## config.mk

```make
export PLATFORM = sky130hd
export DESIGN_NAME = serial_subtractor16
export DESIGN_NICKNAME = d
export VERILOG_FILES = /design/src/rtl/arith_pkg.sv /design/src/rtl/full_subtractor.sv /design/src/rtl/serial_subtractor16.sv
export SDC_FILE = /design/constraint.sdc
export NUM_CORES = 1
export LEC_CHECK = 0
export ABC_AREA = 1
export CORE_ASPECT_RATIO = 0.8
export CORE_MARGIN = 3
export CORE_UTILIZATION = 50
export DETAILED_ROUTE_END_ITERATION = 16
export PLACE_DENSITY = 0.78
export SYNTH_ARGS = -nofsm -noshare
export SYNTH_HDL_FRONTEND = slang
export SYNTH_SLANG_ARGS = --single-unit
```

## constraint.sdc

```tcl
create_clock -name clk -period 2.3 [get_ports clk]
set_clock_uncertainty 0.15 [all_clocks]
set_input_delay 0.345 -clock clk [delete_from_list [all_inputs] [get_ports clk]]
set_output_delay 0.345 -clock clk [all_outputs]
set_load 0.1 [all_outputs]
```

## src/rtl/arith_pkg.sv

```systemverilog
// Shared arithmetic definitions: default datapath width, the serial
// sequencer state encoding and the status-flag bundle that the status
// register consumes.
package arith_pkg;

    // Default operand/result width of the arithmetic datapath.
    localparam int N = 16;

    // Sequencer states of the bit-serial units.
    typedef enum logic [1:0] {
        IDLE = 2'd0,
        RUN  = 2'd1,
        DONE = 2'd2
    } state_t;

    // Status flags produced by a subtract (or compare) operation.
    typedef struct packed {
        logic borrow;
        logic zero;
        logic negative;
        logic overflow;
    } flags_t;

endpackage

```

## src/rtl/full_subtractor.sv

```systemverilog
// One-bit full-subtractor cell, the subtract-side mirror of the
// full-adder cell: Diff = X - Y - Borrow_in, Borrow_out when that
// difference goes below zero.
module full_subtractor (
    input  logic X,
    input  logic Y,
    input  logic Borrow_in,
    output logic Diff,
    output logic Borrow_out
);

    assign Diff       = X ^ Y ^ Borrow_in;
    assign Borrow_out = (~X & Y) | (~X & Borrow_in) | (Y & Borrow_in);

endmodule

```

## src/rtl/serial_subtractor16.sv

```systemverilog
// Bit-serial N-bit subtractor: computes A - B one bit per clock, LSB
// first, through a single full-subtractor cell with a registered borrow.
// Result and flags are reported through a start/done handshake and held
// until the next accepted start.
module serial_subtractor16
    import arith_pkg::*;
#(
    parameter int N = arith_pkg::N
) (
    input  logic         clk,
    input  logic         rst,
    input  logic         start,
    input  logic [N-1:0] A,
    input  logic [N-1:0] B,
    output logic         busy,
    output logic         done,
    output logic [N-1:0] Diff,
    output logic         borrow,
    output logic         zero,
    output logic         negative,
    output logic         overflow
);

    localparam int CNT_W = $clog2(N);

    state_t           state_q;
    logic [N-1:0]     a_sh_q;
    logic [N-1:0]     b_sh_q;
    logic [N-1:0]     diff_q;
    logic [CNT_W-1:0] cnt_q;
    logic             bin_q;
    logic             a_msb_q;
    logic             b_msb_q;
    logic             busy_q;
    logic             done_q;
    flags_t           flags_q;

    logic             d_bit;
    logic             bout;
    logic             last_bit;
    logic             accept;
    logic [N-1:0]     diff_next;
    flags_t           flags_next;

    // The single arithmetic cell: current operand LSBs plus the stored borrow.
    full_subtractor u_cell (
        .X          (a_sh_q[0]),
        .Y          (b_sh_q[0]),
        .Borrow_in  (bin_q),
        .Diff       (d_bit),
        .Borrow_out (bout)
    );

    assign last_bit = (cnt_q == CNT_W'(N - 1));
    assign accept   = start && ((state_q == IDLE) || (state_q == DONE));

    // Next Diff value and the flags it implies, used on the final RUN edge.
    // NOTE: every signal in always_comb gets a value on every path, so no latch is inferred.
    always_comb begin
        diff_next           = {d_bit, diff_q[N-1:1]};
        flags_next          = '0;
        flags_next.borrow   = bout;
        flags_next.zero     = (diff_next == '0);
        flags_next.negative = diff_next[N-1];
        flags_next.overflow = (a_msb_q != b_msb_q) && (diff_next[N-1] != a_msb_q);
    end

    // Sequencer, operand shifters, borrow chain and registered outputs.
    // NOTE: sequential state uses non-blocking assignments so all registers update together at the edge.
    always_ff @(posedge clk) begin
        if (rst) begin
            state_q <= IDLE;
            a_sh_q  <= '0;
            b_sh_q  <= '0;
            diff_q  <= '0;
            cnt_q   <= '0;
            bin_q   <= 1'b0;
            a_msb_q <= 1'b0;
            b_msb_q <= 1'b0;
            busy_q  <= 1'b0;
            done_q  <= 1'b0;
            flags_q <= '0;
        end else begin
            done_q <= 1'b0;
            case (state_q)
                IDLE, DONE: begin
                    if (accept) begin
                        state_q <= RUN;
                        a_sh_q  <= A;
                        b_sh_q  <= B;
                        a_msb_q <= A[N-1];
                        b_msb_q <= B[N-1];
                        cnt_q   <= '0;
                        bin_q   <= 1'b0;
                        diff_q  <= '0;
                        flags_q <= '0;
                        busy_q  <= 1'b1;
                    end else begin
                        state_q <= IDLE;
                        busy_q  <= 1'b0;
                    end
                end
                RUN: begin
                    diff_q <= diff_next;
                    bin_q  <= bout;
                    a_sh_q <= {1'b0, a_sh_q[N-1:1]};
                    b_sh_q <= {1'b0, b_sh_q[N-1:1]};
                    cnt_q  <= cnt_q + 1'b1;
                    if (last_bit) begin
                        state_q <= DONE;
                        flags_q <= flags_next;
                        busy_q  <= 1'b0;
                        done_q  <= 1'b1;
                    end
                end
                default: begin
                    state_q <= IDLE;
                    busy_q  <= 1'b0;
                end
            endcase
        end
    end

    assign busy     = busy_q;
    assign done     = done_q;
    assign Diff     = diff_q;
    assign borrow   = flags_q.borrow;
    assign zero     = flags_q.zero;
    assign negative = flags_q.negative;
    assign overflow = flags_q.overflow;

endmodule
```

=== Word-level counts from Yosys, hierarchy flattened ===
Index checks and enable logic that the tools add are counted.

* Flip-flop bits (word level): 63
* Input bits: 35
* Output and inout bits: 22
* Logic and storage cells: 61

* Add/sub/neg operators: 1
* Equality and inequality tests: 7
* Multiplexer cells: 19
* Bitwise logic cells: 9
* Reductions and logical operators: 11

{| class="wikitable"
|+ Operators by type and width
! operator !! count
|-
| $pmux W16 S2 || 3
|-
| $mux W16 || 3
|-
| $logic_not A16 Y1 || 1
|-
| $pmux W4 S2 || 2
|-
| $mux W4 || 2
|-
| $mux W1 || 5
|-
| $add A4 B1 Y4 const B || 1
|-
| $eq A4 B4 Y1 const B || 1
|-
| $ne A2 B2 Y1 const B || 2
|-
| $pmux W1 S2 || 2
|-
| $pmux W2 S2 || 1
|-
| $reduce_and A2 Y1 || 2
|-
| $reduce_or A2 Y1 || 2
|-
| $and A1 B1 Y1 || 3
|-
| $reduce_and A3 Y1 || 1
|-
| $eq A2 B1 Y1 const B || 1
|-
| $eq A2 B2 Y1 const B || 1
|-
| $logic_and A1 B1 Y1 || 2
|-
| $logic_not A2 Y1 || 1
|-
| $mux W2 || 1
|-
| $ne A1 B1 Y1 || 2
|-
| $not A1 Y1 || 2
|-
| $or A1 B1 Y1 || 2
|-
| $reduce_bool A2 Y1 || 1
|-
| other kinds (2) || 3
|}

=== Longest topological paths before layout ===
* Depth in word-level cells: 6
* Depth in mapped cells: 8
* Gate-level depth less buffers: 8

=== Modules after synthesis ===
A second synthesis with hierarchy kept.

* Cell total of the unflattened synthesis: 398
* Area, all modules: 2777.7 µm²

{| class="wikitable"
|+ By module, submodules not included
! module !! times used !! cells an instance !! area each (µm²) !! sequential area each (µm²)
|-
| serial_subtractor16 || 1 || 395 || 2750.1 || 1261.2
|-
| full_subtractor || 1 || 3 || 27.5 || 0.0
|}

=== Worst setup path after synthesis ===
No wires, ideal clock.

* Path kind: reg2reg
* Start: register diff_q[7] (netlist: Diff[7])
* End: register flags_q (netlist bit zero)
* Setup time: 132 ps
* Arrival: 1296 ps
* Required time: 2018 ps
* Setup slack: 722 ps
* Cell stages (with the launch flop): 6
* Buffers on the path: 0
* Clock period less this slack: 1578 ps
* Cells stage by stage: dfxtp_1 -> nor2_1 -> nand2_1 -> nor2_1 -> nand3_1 -> a21oi_1

* Cells in the longest elaborated chain, start to end: 3

{| class="wikitable"
|+ RTL lines
! item !! RTL line !! text
|-
| start, declared || serial_subtractor16.sv:29 || <nowiki>logic [N-1:0] diff_q;</nowiki>
|-
| start signal, assigned || serial_subtractor16.sv:104 || <nowiki>diff_q <= diff_next;</nowiki>
|-
| $logic_not A16 Y1 || serial_subtractor16.sv:63 || <nowiki>flags_next.zero = (diff_next == '0);</nowiki>
|-
| $mux W4 || serial_subtractor16.sv:109 || <nowiki>if (last_bit) begin</nowiki>
|-
| $pmux W4 S2 || serial_subtractor16.sv:85 || <nowiki>case (state_q)</nowiki>
|-
| end signal, assigned || serial_subtractor16.sv:111 || <nowiki>flags_q <= flags_next;</nowiki>
|-
| end, declared || serial_subtractor16.sv:36 || <nowiki>flags_t flags_q;</nowiki>
|}

Every way passes these cells. The select of a mux whose other input is x is not followed.
A chain may end at the register's enable or synchronous reset.

=== Worst setup path in the final report ===
* Start: register state_q[0]
* End: register flags_q (netlist bit zero)

* Cells in the longest elaborated chain, start to end: 5
* Elaborated cells on any way between the ends: 11
* Those cells by class: 4 x eq/ne; 1 x mux; 6 x reduce/logical

{| class="wikitable"
|+ RTL lines
! item !! RTL line !! text
|-
| start, declared || serial_subtractor16.sv:26 || <nowiki>state_t state_q;</nowiki>
|-
| start signal, assigned || serial_subtractor16.sv:72 || <nowiki>state_q <= IDLE;</nowiki>
|-
| start signal, assigned || serial_subtractor16.sv:88 || <nowiki>state_q <= RUN;</nowiki>
|-
| start signal, assigned || serial_subtractor16.sv:99 || <nowiki>state_q <= IDLE;</nowiki>
|-
| $eq A2 B2 Y1 or $logic_not A2 Y1 (tied branches) || serial_subtractor16.sv:55, serial_subtractor16.sv:85 ||
|-
| $logic_or A1 B1 Y1 || serial_subtractor16.sv:55 || <nowiki>assign accept = start && ((state_q == IDLE) || (state_q == DONE));</nowiki>
|-
| $logic_and A1 B1 Y1 || serial_subtractor16.sv:55 ||
|-
| $ne A2 B2 Y1 (no line) || - ||
|-
| $reduce_and A3 Y1 (no line) || - ||
|}

Parallel ways exist; a longest one is shown, timed or not.

==> metrics.cfg <==
[die]
placementRows = 22
initial_core_util_pct = 53.0
die_height_um = 69.0
die_w_um = 84.8
die-area_um2 = 5850
core_area_um2 = 4680
pin_count = 57

[sta]
totalNegativeSetupSlack_ps = 0
slew_violations = 0
report.final.hold_viol_count = 0
setup_viol = 0
maxSlewHeadroom_pct = 63.1
period_share_pct = 75.5
post-route-min-period_ps = 1740
holdWs_ps = 284
rsz0062_at_grt = no
clock.fmax_ghz = 0.576
worst_pin_slew_ps = 553

[critical_path]
cp_max_fo = 33
crit_type = flip-flop to flip-flop
critPathCaptureType = flip-flop
cp.arrival_ps = 1850
cpPeakStageDelay_ps = 450
crit_path_start_kind = flip-flop
r2r_slack_ps = 560
cp_cell_sequence = nand2_2 -> inv_2 -> nand2_2 -> nand2_1 -> nand2_1 -> a21oi_1
critPathSlowestCell = inv_2
crit_required_ps = 2420

[cts]
cts_made_buffers = 9
cts_tree = done
clock-sinks = 63
clock_latency_ps = 340
cts_buffer_depth = 2
cts_hold_buf = 0
cts_root_buffer = clkbuf_8
htreeDepth = 3
path_clk_slew_ps = 60
cts.repair.resized = 0
cts_setup_buffers = 0

[routing]
wirelength_um = 5650
vias = 2277
drtIter0Drc = 184
first_pass_iters = 5
route.detailed.drc = 0
routedWlPerCell_um = 12.8
avgViaCountPerCell = 5.18
ant_nets = 0

[power]
leakage_uw = 0.00120
p_switching_uw = 581
swShare_pct = 25.5
max-vdd-ir-drop_v = 0.000564
p_int_uw = 1690
pwr-share-seq_pct = 51.3
power_uw = 2280
p_comb_share_pct = 12.6
p_per_area_nw_per_um2 = 718
p_clk_share_pct = 36.1

[min_path]
min_path_type = input port to flip-flop

[global_route]
antenna_found_initial = 0
grt-ovfl-total = 0
grt_max_degree = 34
grt_pass1_vias = 2130
grt_use_total_pct = 20.6
grt_pass1_wl_um = 9690

[logic_synthesis]
yosysTopAreaCell = dfxtp_1
synth.area.top_cells = dfxtp_1 51%, nand2_1 18%, a31oi_1 7.6%, nand3_1 2.6%, nor2_1 2.4%
yosys.area.top_type_share_pct = 50.8
syn_area_um2 = 2480
ys_seq_area_share_pct = 50.8
synth.net_count = 360
ys_ff_latch = 63
syn_area_per_cell_um2 = 7.68
synth_cell_types = 23
yosys_warnings = 0
postSynthCellCount = 323

[layout]
n_fill_cell = 393
final_layout_size_suffix_gt1_share_pct = 13.4
mostFrequentLayoutCells = 122 x nand2_1, 63 x dfxtp_1, 33 x clkdlybuf4s50_1
syn_to_final_growth_pct = 27.8
utilization_pct = 67.8
final_common_cell = nand2_1
final_nets = 414
diodes = 0

[placement]
dpl.hpwl_um = 3800
io_buffers = 56
routabilityCongestion = 0.771

[job]
maxCapViolations = 0

[run_status]
status = completed

[cell type report]
type,instances,area (um^2),share of cell area [%]
clock buffers,13,159,5.01
clock inverters,1,5.00,0.158
inverters,19,71.3,2.25
multi-input cells,223,1050,33.1
flip-flops and latches,63,1260,39.8
well taps,60,75.1,2.37
repair buffers,61,551,17.4
[critical path: cells and delay by family, from the launching register on]
family | cells | cell delay [ps]
buf+inv | 1 | 450
flops | 1 | 350
compound gates | 1 | 150
simple gates | 4 | 550
[cells in the mapped netlist (all sizes together)]
master,instances
a21oi,12
a31oi,30
buf,16
clkbuf,2
dfxtp,63
fa,1
ha,1
inv,19
nand2,126
nand3,13
nor2,17
nor3b,1
o21a,1
o21ai,13
o31ai,8
[layer usage]
layer / vias to the layer above / global-route usage (%) / part of all wire [%]
met5: - / 0 / 0
met4: 0 / 7.91 / 0.81
met3: 6 / 6.45 / 6.2
met2: 58 / 31.3 / 45
met1: 1047 / 27.4 / 48
li1: 1166 / - / -
[final timing paths]
| kind | endpoint | cells past startpoint | from |
|---|---|---|---|
| worst min-delay path | borrow | 2 | rst |
| worst max register to register | zero | 6 | state_q[0] |
| worst min register to register | a_sh_q[15] | 2 | a_sh_q[15] |
| worst max-delay path | zero | 6 | state_q[0] |
[state kept, by name (all words and copies together) (netlist names)]
register  flops
done          1
b_msb_q       1
zero          1
b_sh_q       16
Diff         16
cnt_q         4
overflow      1
busy          1
a_sh_q       16
state_q       2
a_msb_q       1
bin_q         1
negative      1
borrow        1
[power by group through the flow]
stage                     clock (uW)  sequential (uW)  combinational (uW)
after global routing             881             1170                 318
after CTS                        838             1170                 288
final                            820             1170                 287
after floorplan                    0             1210                 166
after global placement             0             1190                 284
after detailed placement           0             1190                 287
[cell families after synthesis]
kind of cell               after synthesis  share of synthesized area (%)
and+or+nand+nor                        157                           25.5
AOI/OAI and AO/OA                       64                           15.5
DFF                                     63                           50.8
buffers and inverters                   37                           6.91
adders and majority gates                2                           1.31
[per-stage QoR]
step | instance area (um^2) | setup WS, ps | cells
after floorplan | 2480 | 722 | 323
after global placement | 3010 | 440 | 426
after detailed placement | 3010 | 385 | 426
after CTS | 3170 | 549 | 440
after global routing | 3170 | 331 | 440
final | 3170 | 563 | 440
Power figures use the tool's default switching activity.
